`config.mk`:
```
export PLATFORM = sky130hd
export DESIGN_NAME = wb_multi_port_arbiter
export DESIGN_NICKNAME = d
export VERILOG_FILES = /design/src/rtl/wb_multi_port_arbiter.sv
export SDC_FILE = /design/constraint.sdc
export NUM_CORES = 1
export LEC_CHECK = 0
export ABC_AREA = 1
export CAP_MARGIN = 5
export CORE_MARGIN = 1
export CORE_UTILIZATION = 35
export DETAILED_ROUTE_END_ITERATION = 12
export PLACE_DENSITY_LB_ADDON = 0.2
export SETUP_SLACK_MARGIN = 0.4
export SLEW_MARGIN = 20
export SYNTH_ARGS = -nofsm -noshare
export SYNTH_HDL_FRONTEND = slang
export SYNTH_SLANG_ARGS = --single-unit
```
`constraint.sdc`:
```
create_clock -name clk -period 1.7 [get_ports clk]
set_input_delay 0.51 -clock clk [delete_from_list [all_inputs] [get_ports clk]]
set_output_delay 0.51 -clock clk [all_outputs]
set_load 0.02 [all_outputs]
```
`src/rtl/wb_multi_port_arbiter.sv`:
```
// wb_multi_port_arbiter: merges NUM_PORTS core req/ack channels onto one Wishbone B4 classic master
module wb_multi_port_arbiter #(
  parameter int NUM_PORTS      = 2,
  parameter int ADDR_WIDTH     = 32,
  parameter int DATA_WIDTH     = 32,
  parameter int ARB_MODE       = 1,
  parameter int TIMEOUT_CYCLES = 255
) (
  input  logic                              clk,
  input  logic                              rst_n,
  input  logic [NUM_PORTS-1:0]              req_i,
  input  logic [NUM_PORTS-1:0]              we_i,
  input  logic [NUM_PORTS*ADDR_WIDTH-1:0]   addr_i,
  input  logic [NUM_PORTS*DATA_WIDTH-1:0]   wdata_i,
  input  logic [NUM_PORTS*DATA_WIDTH/8-1:0] sel_i,
  output logic [DATA_WIDTH-1:0]             rdata_o,
  output logic [NUM_PORTS-1:0]              ack_o,
  output logic [NUM_PORTS-1:0]              err_o,
  output logic                              wb_cyc_o,
  output logic                              wb_stb_o,
  output logic                              wb_we_o,
  output logic [ADDR_WIDTH-1:0]             wb_addr_o,
  output logic [DATA_WIDTH-1:0]             wb_data_o,
  output logic [DATA_WIDTH/8-1:0]           wb_sel_o,
  input  logic [DATA_WIDTH-1:0]             wb_data_i,
  input  logic                              wb_ack_i,
  input  logic                              wb_err_i
);
  localparam int SW = DATA_WIDTH / 8;
  localparam int GW = NUM_PORTS > 1 ? $clog2(NUM_PORTS) : 1;
  localparam int CW = $clog2(TIMEOUT_CYCLES + 2);
  typedef enum logic [1:0] {IDLE, BUSY, RESP} state_t;
  state_t                 st_q, st_d;
  logic [GW-1:0]          ptr_q, ptr_d, g_q, g_d, pick, idx;
  logic [CW-1:0]          cnt_q, cnt_d;
  logic                   cyc_q, cyc_d, we_q, we_d, timeout;
  logic [ADDR_WIDTH-1:0]  addr_q, addr_d;
  logic [DATA_WIDTH-1:0]  wdat_q, wdat_d, rdata_q, rdata_d;
  logic [SW-1:0]          sel_q, sel_d;
  logic [NUM_PORTS-1:0]   ack_q, ack_d, err_q, err_d;
  int                     base;
  assign base    = ARB_MODE != 0 ? int'(ptr_q) + 1 : 0;
  assign timeout = TIMEOUT_CYCLES != 0 && int'(cnt_q) + 1 == TIMEOUT_CYCLES;
  // descending scan: the last hit is the first port in search order
  always_comb begin
    pick = '0;
    idx  = '0;
    for (int i = NUM_PORTS - 1; i >= 0; i--) begin
      idx = GW'((base + i) % NUM_PORTS);
      if (req_i[idx]) pick = idx;
    end
  end
  always_comb begin
    st_d    = st_q;
    ptr_d   = ptr_q;
    g_d     = g_q;
    cnt_d   = cnt_q;
    cyc_d   = cyc_q;
    we_d    = we_q;
    addr_d  = addr_q;
    wdat_d  = wdat_q;
    sel_d   = sel_q;
    rdata_d = rdata_q;
    ack_d   = '0;
    err_d   = '0;
    case (st_q)
      IDLE: if (|req_i) begin
        st_d   = BUSY;
        ptr_d  = pick;
        g_d    = pick;
        cnt_d  = '0;
        cyc_d  = 1'b1;
        we_d   = we_i[pick];
        addr_d = addr_i[int'(pick)*ADDR_WIDTH +: ADDR_WIDTH];
        wdat_d = wdata_i[int'(pick)*DATA_WIDTH +: DATA_WIDTH];
        sel_d  = sel_i[int'(pick)*SW +: SW];
      end
      BUSY: begin
        cnt_d = cnt_q + CW'(1);
        if (wb_ack_i || wb_err_i || timeout) begin
          st_d       = RESP;
          cyc_d      = 1'b0;
          rdata_d    = (wb_ack_i || wb_err_i) ? wb_data_i : '0;
          ack_d[g_q] = 1'b1;
          err_d[g_q] = wb_err_i || !wb_ack_i;
        end
      end
      RESP: begin
        st_d  = IDLE;
        cnt_d = '0;
      end
      default: st_d = IDLE;
    endcase
  end
  always_ff @(posedge clk or negedge rst_n)
    if (!rst_n) begin
      st_q    <= IDLE;
      ptr_q   <= GW'(NUM_PORTS - 1);
      g_q     <= '0;
      cnt_q   <= '0;
      cyc_q   <= 1'b0;
      we_q    <= 1'b0;
      addr_q  <= '0;
      wdat_q  <= '0;
      sel_q   <= '0;
      rdata_q <= '0;
      ack_q   <= '0;
      err_q   <= '0;
    end else begin
      st_q    <= st_d;
      ptr_q   <= ptr_d;
      g_q     <= g_d;
      cnt_q   <= cnt_d;
      cyc_q   <= cyc_d;
      we_q    <= we_d;
      addr_q  <= addr_d;
      wdat_q  <= wdat_d;
      sel_q   <= sel_d;
      rdata_q <= rdata_d;
      ack_q   <= ack_d;
      err_q   <= err_d;
    end
  assign wb_cyc_o  = cyc_q;
  assign wb_stb_o  = cyc_q;
  assign wb_we_o   = we_q;
  assign wb_addr_o = addr_q;
  assign wb_data_o = wdat_q;
  assign wb_sel_o  = sel_q;
  assign rdata_o   = rdata_q;
  assign ack_o     = ack_q;
  assign err_o     = err_q;
endmodule

```
==> flow_metrics.env <==
export IMPL_use_met3_pct=7.84
export IMPL_clkLatencyLatePin_ns=0.42
export IMPL_p_comb_share_pct=59.4
export IMPL_num_nets_final=1204
export IMPL_rsz0062_at_grt="yes"
export IMPL_vias_per_cell=4.94
export IMPL_cts_tree="done"
export IMPL_core_area_um2=14500
export IMPL_setup_viol=36
export IMPL_violations="setup timing"
export IMPL_die_x_um=124
export IMPL_n_antenna_cell=0
export IMPL_vias=6047
export IMPL_p_seq_share_pct=23.6
export IMPL_remaining_drc_errors=0
export IMPL_synth_warning_count=0
export IMPL_drive_above_1_share_pct=44.8
export IMPL_startpoint_type="flop"
export IMPL_synth_cells=629
export IMPL_clk_pin_slew_ns=0.05
export IMPL_power_per_cell_area_nw_per_um2=1970
export IMPL_cp_end_kind="flop"
export IMPL_die_h_um=124
export IMPL_maxSlewViolCount=0
export IMPL_portBuffers=282
export IMPL_synth_area_leader_cell="dfrtp_1"
export IMPL_peakVddDrop_mv=1.03
export IMPL_clkPwrFrac_pct=17.0
export IMPL_initial_core_util_pct=36.0
export IMPL_syn_nets=807
export IMPL_period_needed_ns=1.82
export IMPL_drt_initial_drc_count=272
export IMPL_p_switching_w=0.00866
export IMPL_status="complete, but fails checks"
export IMPL_pre_cts_ws_ns=-0.234
export IMPL_yosys_top_cells_area="dfrtp_1 56%, o21ai_0 14%, nand2_1 13%, nor2_1 6.0%, clkbuf_1 1.9%"
export IMPL_path_max_fanout=13
export IMPL_grt_busiest_layer="met2"
export IMPL_finalPower_w=0.0223
export IMPL_die_area_um2=15400
export IMPL_maxCapViolCount=0
export IMPL_met2_usage_pct=43.4
export IMPL_rows=44
export IMPL_power_leakage_nw=5.20
export IMPL_clock_fmax_mhz=551
export IMPL_grt_total_usage_pct=26.4
export IMPL_timing_clock_skew_ns=0.00749
export IMPL_finalSetupTns_ns=-3.40
export IMPL_arrival_ns=2.12
export IMPL_finalWorstSetupSlack_ns=-0.116
export IMPL_cts_buffers=17
export IMPL_syn_cell_area_um2=5230
export IMPL_ant_nets=0
export IMPL_cts_root_buf="clkbuf_16"
export IMPL_io_pins=283
export IMPL_synth_seq_cells=119
export IMPL_crit_type="reg -> reg"
export IMPL_clockBufferDepth=2
export IMPL_drtPass1Iterations=4
export IMPL_antenna_found_initial=0
export IMPL_fin_cells=1223
export IMPL_hold_class="reg -> reg"
export IMPL_hold_viol=0
export IMPL_overflow=0
export IMPL_gp_congestion=0.799
export IMPL_dp_cells=1089
export IMPL_p_int_w=0.0137
export IMPL_synth_cell_types=25
export IMPL_met1_usage_pct=31.5
export IMPL_area_growth_synth_to_final_pct=117
export IMPL_reg2reg_slack_ns=-0.12
export IMPL_grt_max_degree=50
export IMPL_synth_area_per_cell_um2=8.31
export IMPL_p_sw_share_pct=38.8
export IMPL_worst_ep_required_time_ns=2.01
export IMPL_grt_pass1_wl_um=31500
export IMPL_period_share_pct=107
export IMPL_totalWireLength_um=21800
export IMPL_wl_per_cell_um=17.8
export IMPL_relSlewSlack_pct=80.9
export IMPL_cts_sinks=119
export IMPL_yosysSeqAreaShare_pct=57.0
export IMPL_fin_util_pct=78.0
export IMPL_hpwl_um=12200
export IMPL_worstMarginPinSlew_ns=0.283
export IMPL_h_tree_depth=4
export IMPL_yosys_area_top_type_share_pct=56.5
export IMPL_grt_pass1_vias=5931
## kinds of logic after synthesis
| group | synth area share, % |
|---|---|
| buffers and inverters | 4.69 |
| XOR/XNOR | 0.167 |
| flip-flops | 57.0 |
| adder cells (fa/ha/maj) | 0.478 |
| AND/OR/NAND/NOR | 23.2 |
| AO/OA/AOI/OAI | 14.5 |
## stage by stage
step                      area, um^2  hold slack, ns
final                          11300           0.493
after global routing           11300           0.516
after CTS                      10300           0.467
after detailed placement        8590           0.403
after global placement          8590           0.400
after floorplan                 5270           0.214
## Yosys cell counts
cell type,n
nand2_1,186
o21ai_0,144
dfrtp_1,118
nor2_1,83
clkbuf_1,27
inv_1,19
nand2_2,13
nand3_1,8
buf_2,4
nor2_2,4
o22ai_1,4
buf_6,2
ha_1,2
nand4_1,2
nor2_4,2
nor3_1,2
a21oi_1,1
a22o_1,1
buf_4,1
buf_8,1
clkinv_1,1
dfstp_2,1
inv_2,1
nand2_4,1
xor2_1,1
## power groups by stage
| stage | registers, W | clock network, W | logic [W] |
|---|---|---|---|
| after CTS | 0.00523 | 0.00383 | 0.0110 |
| after detailed placement | 0.00493 | 0 | 0.00824 |
| after global routing | 0.00540 | 0.00397 | 0.0140 |
| after floorplan | 0.00640 | 0 | 0.00240 |
| final | 0.00526 | 0.00380 | 0.0133 |
| after global placement | 0.00492 | 0 | 0.00814 |
## critical path, stage by stage, from the launching register on
cell and delay, ns:
dfrtp_1 0.43, ha_4 0.20, nand2_4 0.11, nand2_2 0.07
nor2_1 0.10, nand2_1 0.09, inv_2 0.06, nand2_2 0.05
nor2_2 0.07, nand2_1 0.07, nand2_2 0.09, nand2_4 0.10
buf_12 0.17, nand2_2 0.06, nand2_1 0.05
## timing repair
action | 4_1_cts | 5_1_grt
pin swaps | 33 | 75
setup endpoints to repair | 218 | 224
resized for setup | 845 | 168
cloned | 14 | 8
buffers inserted | 27 | 52
hold buffers | 1 | 0
endpoints found under the hold margin | 14 | 0
## placed cells by master, fill, tap and decap left out, drive strengths merged, types with 3 or more instances in the layout
cell type,count
buf,229
clkinv,7
nand3,8
clkbuf,29
nor2,89
inv,21
bufinv,3
clkdlybuf4s50,172
o21ai,144
nand2,200
dfrtp,118
o22ai,4
## sequential cells by signal, summed over array words and instances, names as in the netlist, 2 cells and up
name       count
ack_o          2
cnt_q          9
err_o          2
rdata_o       32
st_q           2
wb_addr_o     32
wb_data_o     32
wb_sel_o       4
## path summary, 6_finish.rpt
kind | from | depth (start not counted) | endpoint
min reg2reg | rdata_o[11] | 2 | rdata_o[11]
max in group asynchronous | rst_n | 3 | cnt_q[2]
max reg2reg | cnt_q[0] | 14 | rdata_o[14]
min | rdata_o[11] | 2 | rdata_o[11]
min in group asynchronous | rst_n | 2 | wb_data_o[0]
max | cnt_q[0] | 14 | rdata_o[14]
## layout make-up
| type | instances | area, um^2 |
|---|---|---|
| clock inverters | 11 | 146 |
| well taps | 184 | 230 |
| fillers | 950 | 3190 |
| multi-input cells | 454 | 2700 |
| clock buffers | 21 | 480 |
| flip-flops and latches | 119 | 2980 |
| repair buffers | 412 | 4680 |
| inverters | 21 | 108 |
| repair inverters | 1 | 16.3 |
## metal layers
metal / routed length (um) / share of wire [%]
met3: 1600 / 7.3
met5: 0 / 0
met4: 781 / 3.6
met2: 11100 / 51
met1: 8370 / 38
(Power assumes the default switching activity.)
